## config.mk

```make
export PLATFORM = sky130hd
export DESIGN_NAME = sine_sample_gen
export DESIGN_NICKNAME = d
export VERILOG_FILES = /design/src/rtl/sine_gen_pkg.sv /design/src/rtl/sine_quarter_rom.sv /design/src/rtl/sine_sample_gen.sv
export SDC_FILE = /design/constraint.sdc
export NUM_CORES = 1
export LEC_CHECK = 0
export CORE_MARGIN = 1.5
export CORE_UTILIZATION = 45
export CTS_CLUSTER_DIAMETER = 200
export DETAILED_ROUTE_END_ITERATION = 6
export PLACE_DENSITY = 0.76
export SYNTH_ARGS = -nofsm -noshare
export SYNTH_HDL_FRONTEND = slang
export SYNTH_SLANG_ARGS = --single-unit
```

## constraint.sdc

```tcl
create_clock -name clk_in -period 2.6 [get_ports clk_in]
set_clock_uncertainty 0.2 [all_clocks]
set_input_delay 0.65 -clock clk_in [delete_from_list [all_inputs] [get_ports clk_in]]
set_output_delay 0.65 -clock clk_in [all_outputs]
set_load 0.01 [all_outputs]
```

## src/rtl/sine_gen_pkg.sv

```systemverilog
// rtl/sine_gen_pkg.sv - shared widths, constants and types for the sine sample generator
package sine_gen_pkg;
  localparam int DEFAULT_PHASE_W    = 16;
  localparam int DEFAULT_LUT_ADDR_W = 6;
  localparam int DEFAULT_SAMPLE_W   = 8;
  localparam int MAG_W              = 7;
  localparam int MIDSCALE           = 128;

  typedef enum logic [1:0] {Q0, Q1, Q2, Q3} quadrant_e;

  // The falling half of each half-cycle reads the quarter table backwards.
  function automatic logic mirror_quadrant(input quadrant_e q);
    return (q == Q1) || (q == Q3);
  endfunction
endpackage

```

## src/rtl/sine_quarter_rom.sv

```systemverilog
// rtl/sine_quarter_rom.sv - quarter-wave sine magnitude table, registered read
module sine_quarter_rom
  import sine_gen_pkg::*;
#(
  parameter int ADDR_W = DEFAULT_LUT_ADDR_W
) (
  input  logic              clk_in,
  input  logic [ADDR_W-1:0] addr,
  output logic [MAG_W-1:0]  data
);
  // Entry i = round(127 * sin(pi/2 * (i + 0.5) / 64)); half-step offset keeps zero out of the table.
  localparam logic [MAG_W-1:0] TABLE [2**ADDR_W] = '{
    7'd2,   7'd5,   7'd8,   7'd11,  7'd14,  7'd17,  7'd20,  7'd23,
    7'd26,  7'd29,  7'd32,  7'd35,  7'd38,  7'd41,  7'd44,  7'd47,
    7'd50,  7'd53,  7'd56,  7'd58,  7'd61,  7'd64,  7'd67,  7'd69,
    7'd72,  7'd74,  7'd77,  7'd79,  7'd82,  7'd84,  7'd86,  7'd89,
    7'd91,  7'd93,  7'd95,  7'd97,  7'd99,  7'd101, 7'd103, 7'd105,
    7'd106, 7'd108, 7'd110, 7'd111, 7'd113, 7'd114, 7'd115, 7'd117,
    7'd118, 7'd119, 7'd120, 7'd121, 7'd122, 7'd123, 7'd124, 7'd124,
    7'd125, 7'd125, 7'd126, 7'd126, 7'd127, 7'd127, 7'd127, 7'd127
  };

  always_ff @(posedge clk_in) begin
    data <= TABLE[addr];
  end
endmodule

```

## src/rtl/sine_sample_gen.sv

```systemverilog
// rtl/sine_sample_gen.sv - tick-driven phase accumulator with 3-stage quarter-wave sine pipeline
module sine_sample_gen
  import sine_gen_pkg::*;
#(
  parameter int PHASE_W    = DEFAULT_PHASE_W,
  parameter int LUT_ADDR_W = DEFAULT_LUT_ADDR_W,
  parameter int SAMPLE_W   = DEFAULT_SAMPLE_W
) (
  input  logic                clk_in,
  input  logic                reset,
  input  logic                tick_in,
  input  logic                enable,
  input  logic [PHASE_W-1:0]  phase_inc,
  output logic [SAMPLE_W-1:0] sample_out,
  output logic                sample_valid,
  input  logic                sample_ready,
  output logic                overrun
);
  localparam int IDX_W = LUT_ADDR_W + 2;

  logic                  tick_d;
  logic                  tick_event;
  logic [PHASE_W-1:0]    phase;
  logic                  s0_vld, s1_vld, s2_vld;
  logic [IDX_W-1:0]      s0_idx;
  logic                  s1_neg, s2_neg;
  logic [LUT_ADDR_W-1:0] rom_addr, s1_addr;
  logic [MAG_W-1:0]      rom_data;
  logic [SAMPLE_W-1:0]   mag_ext, sample_next;
  quadrant_e             quad;

  assign tick_event = tick_in & ~tick_d & enable;

  // Only the quadrant and table-index bits of the phase travel down the pipe.
  always_ff @(posedge clk_in or posedge reset) begin
    if (reset) begin
      tick_d <= 1'b0;
      phase  <= '0;
      s0_vld <= 1'b0;
      s0_idx <= '0;
    end else begin
      tick_d <= tick_in;
      s0_vld <= tick_event;
      if (tick_event) begin
        s0_idx <= phase[PHASE_W-1 -: IDX_W];
        phase  <= phase + phase_inc;
      end
    end
  end

  always_comb begin
    quad     = quadrant_e'(s0_idx[IDX_W-1 -: 2]);
    rom_addr = s0_idx[LUT_ADDR_W-1:0];
    if (mirror_quadrant(quad)) begin
      rom_addr = ~s0_idx[LUT_ADDR_W-1:0];
    end
  end

  always_ff @(posedge clk_in or posedge reset) begin
    if (reset) begin
      s1_vld  <= 1'b0;
      s1_addr <= '0;
      s1_neg  <= 1'b0;
      s2_vld  <= 1'b0;
      s2_neg  <= 1'b0;
    end else begin
      s1_vld  <= s0_vld;
      s1_addr <= rom_addr;
      s1_neg  <= s0_idx[IDX_W-1];
      s2_vld  <= s1_vld;
      s2_neg  <= s1_neg;
    end
  end

  sine_quarter_rom #(
    .ADDR_W(LUT_ADDR_W)
  ) u_rom (
    .clk_in(clk_in),
    .addr  (s1_addr),
    .data  (rom_data)
  );

  always_comb begin
    mag_ext     = SAMPLE_W'(rom_data);
    sample_next = s2_neg ? (SAMPLE_W'(MIDSCALE - 1) - mag_ext)
                         : (SAMPLE_W'(MIDSCALE) + mag_ext);
  end

  // A new sample always wins; it only counts as an overrun if the old one was never taken.
  always_ff @(posedge clk_in or posedge reset) begin
    if (reset) begin
      sample_out   <= SAMPLE_W'(MIDSCALE);
      sample_valid <= 1'b0;
      overrun      <= 1'b0;
    end else if (s2_vld) begin
      sample_out   <= sample_next;
      sample_valid <= 1'b1;
      if (sample_valid && !sample_ready) begin
        overrun <= 1'b1;
      end
    end else if (sample_valid && sample_ready) begin
      sample_valid <= 1'b0;
    end
  end
endmodule

```

==> impl_metrics.ini, run 1 <==
[run_status]
status = finished with violations
violations = DRC

[detailed_routing]
routed_via_density = 5.34
drtIter0Drc = 86
wirelength_um = 6010
firstDrtPassIters = 6
ant_nets = 0
wl_per_cell_um = 13.0
drc = 5
vias = 2471

[yosys]
yosys_warnings = 0
synthMuxAreaShare = 0.0249
synth_xor_xnor_area_share = 0.0727
synth-seq-cells = 53
synthFlopType = dfrtp_1
synth_top_family_by_area = compound AO/OA/AOI/OAI gates
synthArstFlopShare = 0.868
yosysUniqueCellTypes = 53
synth_edf_count = 0
yosys.area_share.simple = 0.148
synth_compound_area_frac = 0.178
synth_nets = 370
syn_area_per_cell_um2 = 9.26
syn_inst = 325
syn_area_um2 = 3010
post_synth_fa_ha_maj_area_fraction = 0.102
synth_seq_area_share = 0.429

[worst_setup_path]
max_stage_delay_ps = 420
r2r_end = phase[10]
cp_cell_sequence = clkdlybuf4s50_1 > ha_1 > o211a_1 > o21ai_2 > a32o_2 > o31ai_1 > mux2i_1 > xnor2_1
endpoint_kind = register
cp_max_fo = 4
critPathLaunchType = input port
ff2ff_path_depth = 9
cpMaxStageDelayCell = clkdlybuf4s50_1
r2r_setup_slack_ps = 300
critical_path_required_ps = 2640
r2r-start = phase[0]
worstPathArrival_ps = 2620
criticalPathCategory = in2reg

[power]
comb_power_share = 0.554
ir_drop_v = 0.000529
power_density_nw_per_um2 = 1190
p_sw_mw = 1.84
p_int_mw = 2.73
swShare = 0.402
power.share.clock = 0.104
p_leak_nw = 1.81
power_frac_seq = 0.343
power_mw = 4.58

[clock_network]
clockBufferDepth = 2
cts_tree = done
cts-root-buf = clkbuf_8
cts_hold_buf = 0
clk_latency_ps = 300
h-tree-depth = 2
cts_buffers = 5
clock_sinks = 53
path_clk_slew_ps = 100

[floorplanning]
coreArea_um2 = 6420
num_io_pins = 31
dieArea_um2 = 7190
fp-row-count = 29
dieWidth_um = 84.8
fp.dieH_um = 84.8
start_util = 0.469

[placed_design]
gp_congestion = 0.904
io_buffers = 30
placed_area_um2 = 3640
dp_hpwl_um = 4450

[cells_and_area]
final_area_um2 = 3850
layout.nets = 430
area_delta_synth_final_pct = 27.8
drive_gt1_frac = 0.192
nFillCells = 537
antenna_cells = 0

[grt]
grt_start_max_net_pins = 47
grt-ovfl-total = 0
antenna_found_initial = 0
grt_pass1_vias = 2432
grt_usage = 0.182
grt_pass1_wl_um = 10600

[min_path]
hold_path.class = reg2reg
hold-path-cell-count = 0
worstHoldEndpoint = s2_neg
hp-start = s1_neg

[sta]
final-setup-viol-count = 0
hold_violations = 0
slew_viol_final = 0
worstMarginPinSlew_ps = 566
holdWs_ps = 158
finalSetupTns_ps = 0
min_period_ps = 2580
max_slew_margin = 0.623
clock.fmax_ghz = 0.388
layout_worst_path_cycle_share = 0.992

[flow_run]
maxCapViolCount = 0
routing by layer:
| layer | global-route usage | vias up | share of wire |
|---|---|---|---|
| li1 | - | 1256 | - |
| met1 | 0.226 | 1154 | 0.44 |
| met2 | 0.313 | 50 | 0.50 |
| met3 | 0.0423 | 11 | 0.039 |
| met4 | 0.0566 | 0 | 0.019 |
| met5 | 0 | - | 0 |
layout by cell type (no fill, tap or decap), types with 12 or more instances in the layout:
cell type,count
nand2_1,56
xnor2_1,13
dfrtp_1,45
a21oi_1,25
nor2_1,15
o21ai_0,16
buf_4,41
xor2_1,12
ha_1,20
clkdlybuf4s50_1,26
cells in the mapped netlist (2+ instances only):
master    count  area share
nand2_1      56       0.070
xnor2_1      13       0.038
o21ai_1       8       0.013
mux4_2        2       0.015
inv_1        12       0.015
a21oi_1      28       0.047
buf_1         2      0.0025
a21o_1        5       0.012
nand3_1       4      0.0067
nand4_1       5       0.010
o21ai_0      17       0.028
o31ai_1       2      0.0050
o21bai_1      2      0.0050
and3_1        2      0.0042
a31oi_1       2      0.0042
and4_1        2      0.0058
nor2_1       15       0.019
mux2i_1       3       0.010
dfrtp_1      45        0.37
a221oi_1      2      0.0058
ha_1         23       0.096
a211o_1       2      0.0058
xor2_1       12       0.035
o211ai_1      4       0.010
nor3_1        3      0.0050
dfxtp_1       7       0.047
or4_1         2      0.0050
nand2b_1      3      0.0062
clkbuf_1     15       0.019
nor4_1        2      0.0042
o311ai_1      2      0.0058
buf_4         2      0.0050
power groups by stage:
stage	clock [mW]	sequential [mW]	combinational, mW
final	0.474	1.57	2.53
after global routing	0.525	1.63	2.83
after CTS	0.497	1.57	2.43
after detailed placement	0	1.58	2.37
after global placement	0	1.57	2.32
after floorplan	0	1.41	1.67
sequential cells by signal (all words and copies together), names as in the netlist:
name / count
s1_neg: 1
s2_neg: 1
s0_vld: 1
sample_out: 8
u_rom.data: 7
s0_idx: 8
s1_vld: 1
tick_d: 1
sample_valid: 1
overrun: 1
phase: 16
s2_vld: 1
s1_addr: 6
worst max-delay path by stage:
stage / start / slack (ps) / to
3_5_place_dp: phase_inc[0] / -510 / phase[12]
4_1_cts: phase_inc[3] / 9 / phase[11]
6_report: phase_inc[3] / 20 / phase[15]
2_1_floorplan: phase_inc[0] / 70 / phase[8]
5_1_grt: phase_inc[3] / -10 / phase[15]
3_3_place_gp: phase_inc[0] / -380 / phase[8]
through the flow:
stage,cells,setup slack [ps],util
final,463,21.2,0.599
after global routing,463,-10.4,0.599
after CTS,462,8.87,0.588
after detailed placement,452,-506,0.566
after global placement,452,-383,0.566
after floorplan,325,68.5,-
worst max-delay path: cells and delay by family:
| family | cells | cell delay, ps |
|---|---|---|
| adders and majority gates | 1 | 310 |
| buffers and inverters | 1 | 420 |
| muxes | 1 | 250 |
| AOI/OAI and AO/OA | 4 | 860 |
| xor gates and xnor gates | 1 | 130 |
layout make-up:
type                       instances  area [um^2]  share of cell area
inverter                          13         48.8              0.0127
multi-input combinational        239         1670               0.434
timing repair buffer              73          646               0.168
clock inverter                     3         25.0             0.00651
clock buffer                       5         68.8              0.0179
tap                               77         96.3              0.0250
sequential                        53         1290               0.336
repair_timing:
item,4_1_cts,5_1_grt
pin swaps,3,12
gates resized for setup,7,13
setup buffers,2,1
endpoints found under the setup margin,6,7
cell families (layout without fill, tap and decap cells):
| family | after synthesis | in the layout |
|---|---|---|
| AND/OR/NAND/NOR | 99 | 99 |
| multiplexers | 5 | 5 |
| XOR/XNOR | 25 | 25 |
| adder cells (fa/ha/maj) | 24 | 24 |
| buffers and inverters | 33 | 94 |
| AO/OA/AOI/OAI | 86 | 86 |
| flip-flops | 53 | 53 |
Note: power is estimated with default switching activity, not from simulation.
==> inputs of run 2 (changes only) <==
--- a/config.mk
+++ b/config.mk
@@ -7,6 +7,7 @@
 export LEC_CHECK = 0
 export CORE_MARGIN = 1.5
 export CORE_UTILIZATION = 45
+export CTS_BUF_LIST = sky130_fd_sc_hd__clkbuf_4
 export CTS_CLUSTER_DIAMETER = 200
 export DETAILED_ROUTE_END_ITERATION = 6
 export PLACE_DENSITY = 0.76
==> impl_metrics.ini, run 2 (synthesized netlist as in run 1, its figures left out) <==
[floorplanning]
fp.dieH_um = 84.8
start_util = 0.469
dieArea_um2 = 7190
num_io_pins = 31
fp-row-count = 29
coreArea_um2 = 6420
dieWidth_um = 84.8

[placed_design]
io_buffers = 30
gp_congestion = 0.904
dp_hpwl_um = 4450
dpl.cell_count = 452
placed_area_um2 = 3640

[worst_setup_path]
cp_max_fo = 5
r2r_end = phase[11]
endpoint_kind = register
crit_family = compound AO/OA/AOI/OAI gates
max_stage_delay_ps = 480
cp_cell_sequence = clkdlybuf4s50_1 > ha_4 > o211a_1 > o21ai_2 > a32o_2 > or4_1 > a41oi_1 > a21o_1
critPathLaunchType = input port
worstPathArrival_ps = 2680
ff2ff_path_depth = 7
worst-path-stages = 8
startpoint = phase_inc[4]
criticalPathCategory = in2reg
cpMaxStageDelayCell = or4_1
crit_buf_inv = 1
crit_path_end = phase[11]
r2r-start = phase[1]
critical_path_required_ps = 2720
r2r_setup_slack_ps = 300

[sta]
hold_violations = 0
final-setup-viol-count = 0
max_slew_margin = 0.614
worstMarginPinSlew_ps = 579
clock.fmax_ghz = 0.392
slew_viol_final = 0
layout_worst_path_cycle_share = 0.981
finalSetupTns_ps = 0
holdWs_ps = 171
rsz0062_at_grt = yes
min_period_ps = 2550

[power]
power_density_nw_per_um2 = 1170
power_mw = 4.39
ir_drop_v = 0.000502
p_leak_nw = 1.76

[grt]
grt_use_met3 = 0.0285
grt_pass1_wl_um = 10400
grt_pass1_vias = 2410
groute.layer.met1.usage = 0.223
grt-ovfl-total = 0
grt_start_max_net_pins = 47
use_met2 = 0.309
grt_most_used_layer = met2
antenna_found_initial = 0
grt_usage = 0.177

[cells_and_area]
area_delta_synth_final_pct = 24.5
antenna_cells = 0
largest_reg_flops = 16
nFillCells = 548
final_cells = 460
final_common_cell = nand2_1
top_regs = phase x16, s0_idx x8, sample_out x8
layout.nets = 427
multi_input_area_um2 = 1630
regMostFlops = phase
final_area_um2 = 3750
drive_gt1_frac = 0.170
regArea_um2 = 1290
final_cell_mix = nand2_1, dfrtp_1, buf_4

[detailed_routing]
drtIter0Drc = 127
ant_nets = 0
routed_via_density = 5.33
wl_per_cell_um = 13.0
vias = 2453
firstDrtPassIters = 6
drc = 5
wirelength_um = 5960

[clock_network]
cts_hold_buf = 0
clockBufferDepth = 2
clock_sinks = 53
cts-root-buf = clkbuf_4
cts_tree = done
path_clk_slew_ps = 160
clk_latency_ps = 370
cts_buffers = 5
h-tree-depth = 2

[flow_run]
maxCapViolCount = 0

[run_status]
status = finished with violations
violations = DRC

[min_path]
hold_path.class = reg2reg
-- run 2: changes by cell type in the layout (fill, tap and decap cells not counted), moves of 2 or more --
cell | previous run | this run
clkbuf_8 | 5 | 0
dlymetal6s2s_1 | 3 | 1
clkbuf_4 | 0 | 5
buf_4 | 41 | 39
clkdlybuf4s50_1 | 26 | 29
-- run 2: how the worst min path moves through the flow --
stage	slack (ps)	end	cells past startpoint	from
2_1_floorplan	130	s1_vld	0	s0_vld
3_3_place_gp	130	s1_vld	0	s0_vld
3_5_place_dp	140	s2_neg	0	s1_neg
4_1_cts	170	s2_neg	0	s1_neg
5_1_grt	180	s2_vld	0	s1_vld
6_report	170	s2_neg	0	s1_neg
-- run 2: where the power goes --
group	internal (mW)	switching, mW	total (mW)
logic	1.31	1.14	2.45
clock network	0.111	0.272	0.383
registers	1.18	0.381	1.56
-- run 2: metrics by stage --
stage          setup slack [ps]   util
6_report                   48.1  0.583
5_1_grt                  -0.670  0.583
4_1_cts                    21.1  0.577
3_5_place_dp               -506  0.566
3_3_place_gp               -383  0.566
2_1_floorplan              68.5      -
-- run 2: layout make-up --
| class | count | area share |
|---|---|---|
| well taps | 77 | 0.0257 |
| clock buffers | 5 | 0.0100 |
| clock inverters | 3 | 0.00668 |
| inverters | 13 | 0.0130 |
| repair buffers | 70 | 0.164 |
| multi-input cells | 239 | 0.435 |
| flip-flops and latches | 53 | 0.345 |
-- run 2: repair_timing --
item | CTS | global route
pin swaps | 1 | 3
resized for setup | 2 | 7
setup buffers | 0 | 0
endpoints found under the setup margin | 4 | 7
-- run 2: metal layers --
layer / part of all wire / up-vias
met1: 0.45 / 1139
met4: 0.015 / 0
li1: - / 1248
met2: 0.49 / 57
met3: 0.043 / 9
met5: 0 / -
==> inputs of run 3 (changes only) <==
--- a/config.mk
+++ b/config.mk
@@ -5,12 +5,13 @@
 export SDC_FILE = /design/constraint.sdc
 export NUM_CORES = 1
 export LEC_CHECK = 0
+export CAP_MARGIN = 5
 export CORE_MARGIN = 1.5
 export CORE_UTILIZATION = 45
 export CTS_BUF_LIST = sky130_fd_sc_hd__clkbuf_4
 export CTS_CLUSTER_DIAMETER = 200
 export DETAILED_ROUTE_END_ITERATION = 6
-export PLACE_DENSITY = 0.76
+export PLACE_DENSITY_LB_ADDON = 0.2
 export SYNTH_ARGS = -nofsm -noshare
 export SYNTH_HDL_FRONTEND = slang
 export SYNTH_SLANG_ARGS = --single-unit
==> impl_metrics.ini, run 3 (synthesized netlist as in run 1, its figures left out) <==
[detailed_routing]
wirelength_um = 5800
drtIter0Drc = 83
drc = 2
routed_via_density = 5.18
wl_per_cell_um = 12.6
ant_nets = 0
firstDrtPassIters = 6
vias = 2394

[worst_setup_path]
r2r_end = phase[11]
criticalPathCategory = in2reg
r2r_setup_slack_ps = 320
crit_family = compound AO/OA/AOI/OAI gates
ff2ff_path_depth = 7
critical_path_required_ps = 2730
cp_max_fo = 5
cpMaxStageDelayCell = or4_1
startpoint = phase_inc[4]
cp_cell_sequence = clkdlybuf4s50_1 > ha_4 > o211a_1 > o21ai_2 > a32o_2 > or4_1 > a41oi_1 > a21o_1
worstPathArrival_ps = 2670
endpoint_kind = register
r2r-start = phase[1]
worst-path-stages = 8
crit_path_end = phase[11]
max_stage_delay_ps = 470
crit_buf_inv = 1
critPathLaunchType = input port

[grt]
grt_usage = 0.174
grt_pass1_vias = 2256
antenna_found_initial = 0
grt_start_max_net_pins = 47
grt-ovfl-total = 0
grt_pass1_wl_um = 10200

[sta]
hold_violations = 0
rsz0062_at_grt = yes
finalSetupTns_ps = 0
slew_viol_final = 0
layout_worst_path_cycle_share = 0.977
max_slew_margin = 0.629
min_period_ps = 2540
worstMarginPinSlew_ps = 556
clock.fmax_ghz = 0.394
setup_slack_ps = 61.0
final-setup-viol-count = 0

[cells_and_area]
drive_gt1_frac = 0.174
largest_reg_flops = 16
postLayoutCoreUtil = 0.587
final_cells = 462
area_delta_synth_final_pct = 25.1
final_area_um2 = 3770
final_common_cell = nand2_1
final_cell_mix = nand2_1, dfrtp_1, buf_4
regMostFlops = phase
antenna_cells = 0
top_regs = phase x16, s0_idx x8, sample_out x8
layout.nets = 429

[floorplanning]
fp-row-count = 29
dieArea_um2 = 7190
num_io_pins = 31
fp.dieH_um = 84.8
dieWidth_um = 84.8
coreArea_um2 = 6420
start_util = 0.469

[placed_design]
dp_hpwl_um = 4270
io_buffers = 30
placed_area_um2 = 3660
dpl.cell_count = 454
gp_congestion = 0.859
place_ws_ps = -478

[clock_network]
cts_tree = done
path_clk_slew_ps = 160
post_cts_buffers = 0
cts_buffers = 5
clockBufferDepth = 2
cts-root-buf = clkbuf_4
clk_latency_ps = 370
clock_sinks = 53
cts_hold_buf = 0
h-tree-depth = 2

[power]
p_leak_nw = 1.77
ir_drop_v = 0.000490
power_density_nw_per_um2 = 1160

[flow_run]
maxCapViolCount = 0

[min_path]
hold_path.class = reg2reg

[run_status]
violations = DRC
status = finished with violations
-- run 3: layout make-up --
| class | instances | area, um^2 |
|---|---|---|
| Inverter | 13 | 48.8 |
| Clock inverter | 3 | 25.0 |
| Timing Repair Buffer | 72 | 643 |
| Tap cell | 77 | 96.3 |
| Fill cell | 577 | 2660 |
| Sequential cell | 53 | 1290 |
| Multi-Input combinational cell | 239 | 1620 |
| Clock buffer | 5 | 37.5 |
-- run 3: routing by layer --
metal  up-vias  global-route usage  wire length [um]
met4         0              0.0522                60
met1      1104               0.220              2710
met3         6              0.0295               143
met2        34               0.306              2890
li1       1250                   -                 -
met5         -                   0                 0
-- run 3: through the flow --
stage / power, mW / hold WS (ps)
after global routing: 4.82 / 180
after CTS: 4.38 / 168
after detailed placement: 3.96 / 135
final: 4.38 / 166
after floorplan: 3.07 / 131
after global placement: 3.92 / 132
-- run 3: worst min path at each step --
stage          cells past startpoint    from     end
2_1_floorplan                      0  s0_vld  s1_vld
3_3_place_gp                       0  s0_vld  s1_vld
3_5_place_dp                       0  s0_vld  s1_vld
4_1_cts                            0  s0_vld  s1_vld
5_1_grt                            0  s1_neg  s2_neg
6_report                           0  s0_vld  s1_vld
-- run 3: what timing repair did --
item / in CTS / in global routing
gates resized for setup: 2 / 6
setup endpoints to repair: 3 / 6
pin swaps: 0 / 4
-- run 3: power by group --
part	total (mW)	internal (mW)	leakage (nW)	switching [mW]
clock network	0.385	0.111	0.0318	0.274
registers	1.58	1.18	0.621	0.402
logic	2.42	1.32	1.12	1.09
